## src/rtl/crack_pkg.sv

```systemverilog
`default_nettype none
// ============================================================================
//  Module      : crack_pkg
//  Description : Shared types and constants for the brute-force candidate
//                generator and match controller (state encoding, hash-core
//                port widths, charset defaults).
//  Revision    : 1.0 - initial release
// ============================================================================
package crack_pkg;

    localparam int HC_DATA_W = 256;                 // candidate bus width
    localparam int HC_LEN_W  = 64;                  // candidate length bus width
    localparam int LEN_W     = 6;                   // holds lengths 1..32
    localparam int MAX_CHARS = HC_DATA_W / 8;       // byte slots on the data bus

    localparam int         DEF_MAX_LEN  = 8;
    localparam logic [7:0] DEF_CH_BASE  = 8'h61;    // 'a'
    localparam int         DEF_CH_COUNT = 26;

    typedef enum logic [2:0] {
        IDLE  = 3'd0,
        ISSUE = 3'd1,
        WAIT  = 3'd2,
        CHECK = 3'd3,
        DONE  = 3'd4
    } state_t;

endpackage
`default_nettype wire

```

## src/rtl/crack_ctrl_cand_counter.sv

```systemverilog
`default_nettype none
// ============================================================================
//  Module      : cand_counter
//  Description : Odometer over a contiguous charset. Position 0 is the last
//                (rightmost, fastest) character. A carry out of the leftmost
//                used position grows the length by one with every character
//                at the charset base. 'last' flags that the next increment
//                would need a length beyond MAX_LEN.
//  Revision    : 1.0 - initial release
// ============================================================================
module cand_counter
    import crack_pkg::*;
#(
    parameter int         MAX_LEN  = DEF_MAX_LEN,
    parameter logic [7:0] CH_BASE  = DEF_CH_BASE,
    parameter int         CH_COUNT = DEF_CH_COUNT
) (
    input  logic                 clk,
    input  logic                 reset,
    input  logic                 clear,
    input  logic                 inc,
    output logic [HC_DATA_W-1:0] data,
    output logic [LEN_W-1:0]     len,
    output logic                 last
);

    localparam logic [7:0] c_last_ch = 8'(int'(CH_BASE) + CH_COUNT - 1);

    logic [7:0]       r_chars [MAX_LEN];
    logic [LEN_W-1:0] r_len;
    logic [7:0]       w_next  [MAX_LEN];
    logic             w_carry;

    // Next odometer value; w_carry ends up set only when every used position wrapped
    always_comb begin
        w_carry = 1'b1;
        for (int i = 0; i < MAX_LEN; i++) begin
            w_next[i] = r_chars[i];
            if (LEN_W'(i) < r_len && w_carry) begin
                if (r_chars[i] == c_last_ch) begin
                    w_next[i] = CH_BASE;
                end else begin
                    w_next[i] = r_chars[i] + 8'd1;
                    w_carry   = 1'b0;
                end
            end
        end
    end

    assign last = w_carry && (r_len == LEN_W'(MAX_LEN));
    assign len  = r_len;

    // Candidate state: restart at a single base character, or step the odometer.
    // On a length carry w_next already holds all-base characters.
    always_ff @(posedge clk or posedge reset) begin
        if (reset) begin
            for (int i = 0; i < MAX_LEN; i++) r_chars[i] <= CH_BASE;
            r_len <= LEN_W'(1);
        end else if (clear) begin
            for (int i = 0; i < MAX_LEN; i++) r_chars[i] <= CH_BASE;
            r_len <= LEN_W'(1);
        end else if (inc && !last) begin
            r_chars <= w_next;
            if (w_carry) r_len <= r_len + LEN_W'(1);
        end
    end

    for (genvar g = 0; g < MAX_CHARS; g++) begin : g_data
        if (g < MAX_LEN) begin : g_used
            assign data[8*g +: 8] = (LEN_W'(g) < r_len) ? r_chars[g] : 8'h00;
        end else begin : g_unused
            assign data[8*g +: 8] = 8'h00;
        end
    end

endmodule
`default_nettype wire

```

## src/rtl/crack_ctrl.sv

```systemverilog
`default_nettype none
// ============================================================================
//  Module      : crack_ctrl
//  Description : Brute-force candidate generator and match controller. Feeds
//                candidates to one hash core over a valid/ready handshake,
//                waits for the digest pulse, compares with the latched target
//                and reports the first match or exhaustion of the search.
//                Optional build macro CRACK_ATTEMPT_CNT_EN adds the 48-bit
//                'attempts' output counting CHECK cycles.
//  Revision    : 1.0 - initial release
// ============================================================================
module crack_ctrl
    import crack_pkg::*;
#(
    parameter int         MAX_LEN  = DEF_MAX_LEN,
    parameter logic [7:0] CH_BASE  = DEF_CH_BASE,
    parameter int         CH_COUNT = DEF_CH_COUNT,
    parameter int         DIGEST_W = 256
) (
    input  logic                 clk,
    input  logic                 reset,
    input  logic                 start,
    input  logic                 abort,
    input  logic [DIGEST_W-1:0]  target,
    output logic                 hc_valid,
    input  logic                 hc_ready,
    output logic [HC_DATA_W-1:0] hc_data,
    output logic [HC_LEN_W-1:0]  hc_len,
    input  logic                 hc_done,
    input  logic [DIGEST_W-1:0]  hc_digest,
    output logic                 busy,
    output logic                 found,
    output logic                 exhausted,
    output logic [HC_DATA_W-1:0] found_data,
    output logic [LEN_W-1:0]     found_len,
    output logic                 overflow_err
`ifdef CRACK_ATTEMPT_CNT_EN
    ,
    output logic [47:0]          attempts
`endif
);

    state_t               r_state;
    logic                 r_hc_valid;
    logic [DIGEST_W-1:0]  r_target;
    logic [DIGEST_W-1:0]  r_digest;
    logic                 r_found;
    logic                 r_exhausted;
    logic [HC_DATA_W-1:0] r_found_data;
    logic [LEN_W-1:0]     r_found_len;
    logic                 r_overflow;

    logic [HC_DATA_W-1:0] w_cand_data;
    logic [LEN_W-1:0]     w_cand_len;
    logic                 w_cand_last;
    logic                 w_match;
    logic                 w_accept_start;
    logic                 w_cnt_inc;

    assign w_match        = (r_digest == r_target);
    // start is honoured only from IDLE/DONE and always loses to abort
    assign w_accept_start = start && !abort && (r_state == IDLE || r_state == DONE);
    assign w_cnt_inc      = !abort && (r_state == CHECK) && !w_match;

    cand_counter #(
        .MAX_LEN  (MAX_LEN),
        .CH_BASE  (CH_BASE),
        .CH_COUNT (CH_COUNT)
    ) u_cand (
        .clk   (clk),
        .reset (reset),
        .clear (w_accept_start),
        .inc   (w_cnt_inc),
        .data  (w_cand_data),
        .len   (w_cand_len),
        .last  (w_cand_last)
    );

    // Controller FSM: handshake sequencing, target/digest capture, match and exhaustion flags
    always_ff @(posedge clk or posedge reset) begin
        if (reset) begin
            r_state      <= IDLE;
            r_hc_valid   <= 1'b0;
            r_target     <= '0;
            r_digest     <= '0;
            r_found      <= 1'b0;
            r_exhausted  <= 1'b0;
            r_found_data <= '0;
            r_found_len  <= '0;
            r_overflow   <= 1'b0;
        end else begin
            r_overflow <= 1'b0;
            if (abort) begin
                r_state      <= IDLE;
                r_hc_valid   <= 1'b0;
                r_found      <= 1'b0;
                r_exhausted  <= 1'b0;
                r_found_data <= '0;
                r_found_len  <= '0;
            end else begin
                case (r_state)
                    IDLE, DONE: begin
                        if (start) begin
                            r_state      <= ISSUE;
                            r_hc_valid   <= 1'b1;
                            r_target     <= target;
                            r_found      <= 1'b0;
                            r_exhausted  <= 1'b0;
                            r_found_data <= '0;
                            r_found_len  <= '0;
                        end
                    end
                    ISSUE: begin
                        if (hc_ready) begin
                            r_hc_valid <= 1'b0;
                            r_state    <= WAIT;
                        end
                    end
                    WAIT: begin
                        if (hc_done) begin
                            r_digest <= hc_digest;
                            r_state  <= CHECK;
                        end
                    end
                    CHECK: begin
                        if (w_match) begin
                            r_found      <= 1'b1;
                            r_found_data <= w_cand_data;
                            r_found_len  <= w_cand_len;
                            r_state      <= DONE;
                        end else if (w_cand_last) begin
                            r_overflow  <= 1'b1;
                            r_exhausted <= 1'b1;
                            r_state     <= DONE;
                        end else begin
                            r_hc_valid <= 1'b1;
                            r_state    <= ISSUE;
                        end
                    end
                    default: r_state <= IDLE;
                endcase
            end
        end
    end

    // Candidate bus reads zero whenever no candidate is being offered
    assign hc_valid     = r_hc_valid;
    assign hc_data      = r_hc_valid ? w_cand_data : '0;
    assign hc_len       = r_hc_valid ? HC_LEN_W'(w_cand_len) : '0;
    assign busy         = (r_state == ISSUE) || (r_state == WAIT) || (r_state == CHECK);
    assign found        = r_found;
    assign exhausted    = r_exhausted;
    assign found_data   = r_found_data;
    assign found_len    = r_found_len;
    assign overflow_err = r_overflow;

`ifdef CRACK_ATTEMPT_CNT_EN
    logic [47:0] r_attempts;

    // One count per compare; restarts with each accepted start
    always_ff @(posedge clk or posedge reset) begin
        if (reset) begin
            r_attempts <= '0;
        end else if (w_accept_start) begin
            r_attempts <= '0;
        end else if (!abort && r_state == CHECK) begin
            r_attempts <= r_attempts + 48'd1;
        end
    end

    assign attempts = r_attempts;
`endif

endmodule
`default_nettype wire

```

## config.mk

```make
export PLATFORM = sky130hd
export DESIGN_NAME = crack_ctrl
export DESIGN_NICKNAME = d
export VERILOG_FILES = /design/src/rtl/crack_pkg.sv /design/src/rtl/crack_ctrl_cand_counter.sv /design/src/rtl/crack_ctrl.sv
export SDC_FILE = /design/constraint.sdc
export NUM_CORES = 2
export LEC_CHECK = 0
export BUFFER_PORTS_ARGS = -buffer_cell sky130_fd_sc_hd__buf_2
export CAP_MARGIN = 20
export CORE_AREA = 2 2 426 428
export CTS_CLUSTER_SIZE = 14
export DETAILED_ROUTE_END_ITERATION = 16
export DIE_AREA = 0 0 428 430
export SLEW_MARGIN = 20
export SYNTH_ARGS = -nofsm -noshare
export SYNTH_HDL_FRONTEND = slang
export SYNTH_SLANG_ARGS = --single-unit
```

## constraint.sdc

```tcl
create_clock -name clk -period 23.8 [get_ports clk]
set_input_delay 0 -clock clk [delete_from_list [all_inputs] [get_ports clk]]
set_output_delay 0 -clock clk [all_outputs]
set_load 0.1 [all_outputs]
```

==> flow_results.xml <==
<?xml version="1.0" encoding="UTF-8"?>
<metrics>
  <group name="synthesis">
    <metric name="yosys_most_used_dff" unit="">sky130_fd_sc_hd__dfrtp_1</metric>
    <metric name="post_synth_main_area_contributors" unit="">sky130_fd_sc_hd__dfrtp_1 (48%), sky130_fd_sc_hd__buf_4 (10%), sky130_fd_sc_hd__nand2_1 (9.4%)</metric>
    <metric name="syn_area_per_cell" unit="um2">10.2</metric>
    <metric name="synthDistinctLibCells" unit="">87</metric>
    <metric name="yosys_warnings" unit="">0</metric>
    <metric name="yosysTopAreaCell" unit="">sky130_fd_sc_hd__dfrtp_1</metric>
    <metric name="synth.top_cells.by_count" unit="">sky130_fd_sc_hd__nand2_1 (832), sky130_fd_sc_hd__dfrtp_1 (634), sky130_fd_sc_hd__buf_4 (442)</metric>
    <metric name="library_cell_with_the_highest_instance_count_after_synthesis" unit="">sky130_fd_sc_hd__nand2_1</metric>
    <metric name="mappedNetlistArea" unit="um2">33100</metric>
    <metric name="sequential_fraction_of_the_synthesis_area" unit="">0.500</metric>
    <metric name="async_reset_ff_frac" unit="">1.00</metric>
    <metric name="syn-instance-count" unit="">3232</metric>
    <metric name="synth_enable_flop_cells" unit="">0</metric>
    <metric name="synth.ff_latch_count" unit="">659</metric>
    <metric name="post-synth-top-area-fraction" unit="">0.480</metric>
  </group>
  <group name="routing">
    <metric name="drt.antenna.violating_nets" unit="">0</metric>
    <metric name="initialDrtViolationCount" unit="">1661</metric>
    <metric name="detail_route.vias_per_cell" unit="">4.03</metric>
    <metric name="via_count" unit="">29187</metric>
    <metric name="drt_total_wl" unit="mm">142</metric>
    <metric name="detail_route.wl_per_cell" unit="um">19.6</metric>
    <metric name="post-route-drc-count" unit="">0</metric>
    <metric name="drt_pass1_iterations" unit="">7</metric>
  </group>
  <group name="global_routing">
    <metric name="peak_usage_layer_in_the_global_routing_report" unit="">met2</metric>
    <metric name="grt_pass1_vias" unit="">30525</metric>
    <metric name="grt_util_met3" unit="">0.0261</metric>
    <metric name="use_met2" unit="">0.270</metric>
    <metric name="pin_count_of_the_biggest_net_entering_global_routing" unit="">182</metric>
    <metric name="global_route.usage.met1" unit="">0.161</metric>
    <metric name="globalRouteTotalUtil" unit="">0.149</metric>
    <metric name="grt_pass1_wl" unit="mm">203</metric>
    <metric name="grt-ovfl-total" unit="">0</metric>
    <metric name="number_of_antenna_violations_at_the_first_check_in_global_routing" unit="">67</metric>
  </group>
  <group name="critical_path">
    <metric name="path_class" unit="">flip-flop to flip-flop</metric>
    <metric name="startpoint_type" unit="">flip-flop</metric>
    <metric name="worstPathMaxFanout" unit="">63</metric>
    <metric name="timing.critical_path.arrival" unit="ps">5480</metric>
    <metric name="cp_data_required_time" unit="ps">24370</metric>
    <metric name="crit_path_end_kind" unit="">flip-flop</metric>
  </group>
  <group name="sta">
    <metric name="maxSlewHeadroom" unit="">0.237</metric>
    <metric name="transition_at_the_pin_with_the_smallest_max_transition_slack" unit="ps">1140</metric>
    <metric name="totalNegativeSetupSlack" unit="ps">0</metric>
    <metric name="final_hold_viol_count" unit="">0</metric>
    <metric name="final_period_minus_worst_setup_slack" unit="ps">4920</metric>
    <metric name="setup_viol" unit="">0</metric>
    <metric name="fin_skew" unit="ps">53.2</metric>
    <metric name="setup_repair_after_global_routing_missed_its_margin" unit="">false</metric>
    <metric name="timing.final.max_slew_violations" unit="">0</metric>
    <metric name="fmaxAchievable" unit="GHz">0.203</metric>
    <metric name="timing.final.crit_share" unit="">0.207</metric>
  </group>
  <group name="hold_path">
    <metric name="hold_wc_path_type" unit="">primary input to flip-flop</metric>
  </group>
  <group name="clock_network">
    <metric name="cts.sink_count" unit="">659</metric>
    <metric name="cts_buffer_depth" unit="">3</metric>
    <metric name="tritoncts" unit="">done</metric>
    <metric name="clk_transition_reported_paths" unit="ps">70</metric>
    <metric name="cts_htree_levels" unit="">3</metric>
    <metric name="postCtsSetupRepairBufs" unit="">0</metric>
    <metric name="clock_insertion_delay_worst_skew" unit="ps">720</metric>
    <metric name="cts.root.buffer_cell" unit="">sky130_fd_sc_hd__clkbuf_16</metric>
    <metric name="cts_buffers" unit="">83</metric>
  </group>
  <group name="floorplan">
    <metric name="number_of_placed_i_o_pins" unit="">1105</metric>
    <metric name="floorplan.die_area" unit="um2">184000</metric>
    <metric name="initial_utilization" unit="">0.184</metric>
    <metric name="core-area" unit="um2">180000</metric>
    <metric name="rows" unit="">156</metric>
    <metric name="chip_height" unit="um">430</metric>
    <metric name="dieWidth" unit="um">428</metric>
  </group>
  <group name="place">
    <metric name="dpl.cell_count" unit="">6150</metric>
    <metric name="place.detailed.hpwl" unit="mm">95.0</metric>
    <metric name="port-buffer-count" unit="">662</metric>
    <metric name="placer_congestion" unit="">0.826</metric>
  </group>
  <group name="status">
    <metric name="run_status" unit="">complete, no violations</metric>
  </group>
  <group name="cells_and_area">
    <metric name="fillerInstances" unit="">18155</metric>
    <metric name="nets" unit="">5278</metric>
    <metric name="drive_gt1_frac" unit="">0.243</metric>
    <metric name="finish.cell_count_without_fillers" unit="">7238</metric>
    <metric name="sequential_cell_area" unit="um2">16500</metric>
    <metric name="multiInputGateArea" unit="um2">14300</metric>
    <metric name="flow.area_growth_from_synthesis" unit="%">49.4</metric>
  </group>
  <group name="power">
    <metric name="pwr_density_cell" unit="nW/um2">84.6</metric>
    <metric name="leakagePower" unit="uW">0.0237</metric>
    <metric name="vdd_drop_max" unit="mV">0.0552</metric>
  </group>
  <group name="run">
    <metric name="drv.max_cap_violation_count" unit="">0</metric>
  </group>
</metrics>
routing by layer:
layer,part of all wire,up-vias
met5,0.00049,-
li1,-,13007
met1,0.37,14467
met2,0.52,1298
met3,0.050,405
met4,0.059,10
worst max-delay path, cell delays in order (launching register included):
cell and delay [ps]:
sky130_fd_sc_hd__dfrtp_1 380, sky130_fd_sc_hd__xnor2_1 360, sky130_fd_sc_hd__nand4_1 500, sky130_fd_sc_hd__nor4_1 820
sky130_fd_sc_hd__nand4_1 310, sky130_fd_sc_hd__or4_1 780, sky130_fd_sc_hd__nor2_2 170, sky130_fd_sc_hd__buf_4 380
sky130_fd_sc_hd__a311oi_4 240, sky130_fd_sc_hd__buf_4 370, sky130_fd_sc_hd__a22o_1 340
final cells by class:
type | count | area share
clock buffer | 113 | 0.0478
antenna | 57 | 0.00289
sequential | 659 | 0.334
tap | 2370 | 0.0600
clock inverter | 41 | 0.0115
multi-input combinational | 2380 | 0.289
timing repair buffer | 1569 | 0.251
inverter | 49 | 0.00388
path summary, 6_finish.rpt:
path | startpoint | to | slack [ps] | cells past startpoint
max | r_digest[207] | found_len[1] | 18880 | 10
min | hc_digest[157] | r_digest[157] | 60 | 3
max reg2reg | r_digest[207] | found_len[1] | 18880 | 10
min reg2reg | found | found | 470 | 1
max in group asynchronous | reset | r_target[102] | 19790 | 9
min in group asynchronous | reset | found_data[16] | 570 | 4
logic make-up (layout without fill, tap and decap cells):
group / after synthesis / after routing / share of synthesized area
other cells: 1 / 499 / 0.000113
fa+ha+maj: 18 / 18 / 0.00681
flops: 659 / 659 / 0.500
buf+inv: 634 / 1772 / 0.123
compound gates: 209 / 209 / 0.0528
mux: 269 / 269 / 0.0912
xor+xnor: 258 / 258 / 0.0683
simple gates: 1184 / 1184 / 0.159
placed cells by master, fill, tap and decap left out, types with 22 or more instances in the layout:
cell,n
sky130_fd_sc_hd__a32o_1,57
sky130_fd_sc_hd__and3_1,70
sky130_fd_sc_hd__buf_2,662
sky130_fd_sc_hd__buf_4,27
sky130_fd_sc_hd__clkbuf_16,83
sky130_fd_sc_hd__conb_1,442
sky130_fd_sc_hd__dfrtp_1,633
sky130_fd_sc_hd__dfstp_2,25
sky130_fd_sc_hd__diode_2,57
sky130_fd_sc_hd__dlygate4sd3_1,874
sky130_fd_sc_hd__inv_1,48
sky130_fd_sc_hd__mux2_2,259
sky130_fd_sc_hd__nand2_1,832
sky130_fd_sc_hd__nand3_1,34
sky130_fd_sc_hd__nand4_1,66
sky130_fd_sc_hd__nor2_1,46
sky130_fd_sc_hd__nor3_1,22
sky130_fd_sc_hd__o21ai_0,22
sky130_fd_sc_hd__xnor2_1,223
sky130_fd_sc_hd__xor2_1,34
through the flow:
step	power, uW	cell area [um2]	setup slack, ps	utilization	hold WS, ps
3_5_place_dp	2680	37500	18460	0.209	176
5_1_grt	4370	49400	18520	0.275	35.7
4_1_cts	4190	49200	18430	0.274	0.203
2_1_floorplan	2390	34700	5370	-	105
6_report	4180	49400	18880	0.275	63.7
3_3_place_gp	2660	37500	18460	0.209	172
state kept, by name, indices dropped and copies added, names as in the netlist:
name	count
overflow_err	1
r_digest	256
u_cand.r_chars	64
exhausted	1
found_len	6
found_data	64
hc_valid	1
found	1
r_target	256
u_cand.len	6
r_state	3
where the power goes:
group / internal [uW] / leakage, uW / total [uW] / switching, uW
Combinational: 456 / 0.0139 / 1220 / 769
Sequential: 1380 / 0.00839 / 1590 / 210
Clock: 787 / 0.00142 / 1360 / 577
what timing repair did:
| item | 4_1_cts | 5_1_grt |
|---|---|---|
| endpoints found under the hold margin | 632 | 0 |
| endpoints found under the setup margin | 0 | 0 |
| hold buffers | 874 | 0 |
| gates resized for setup | 0 | 0 |
(Power assumes the default switching activity.)
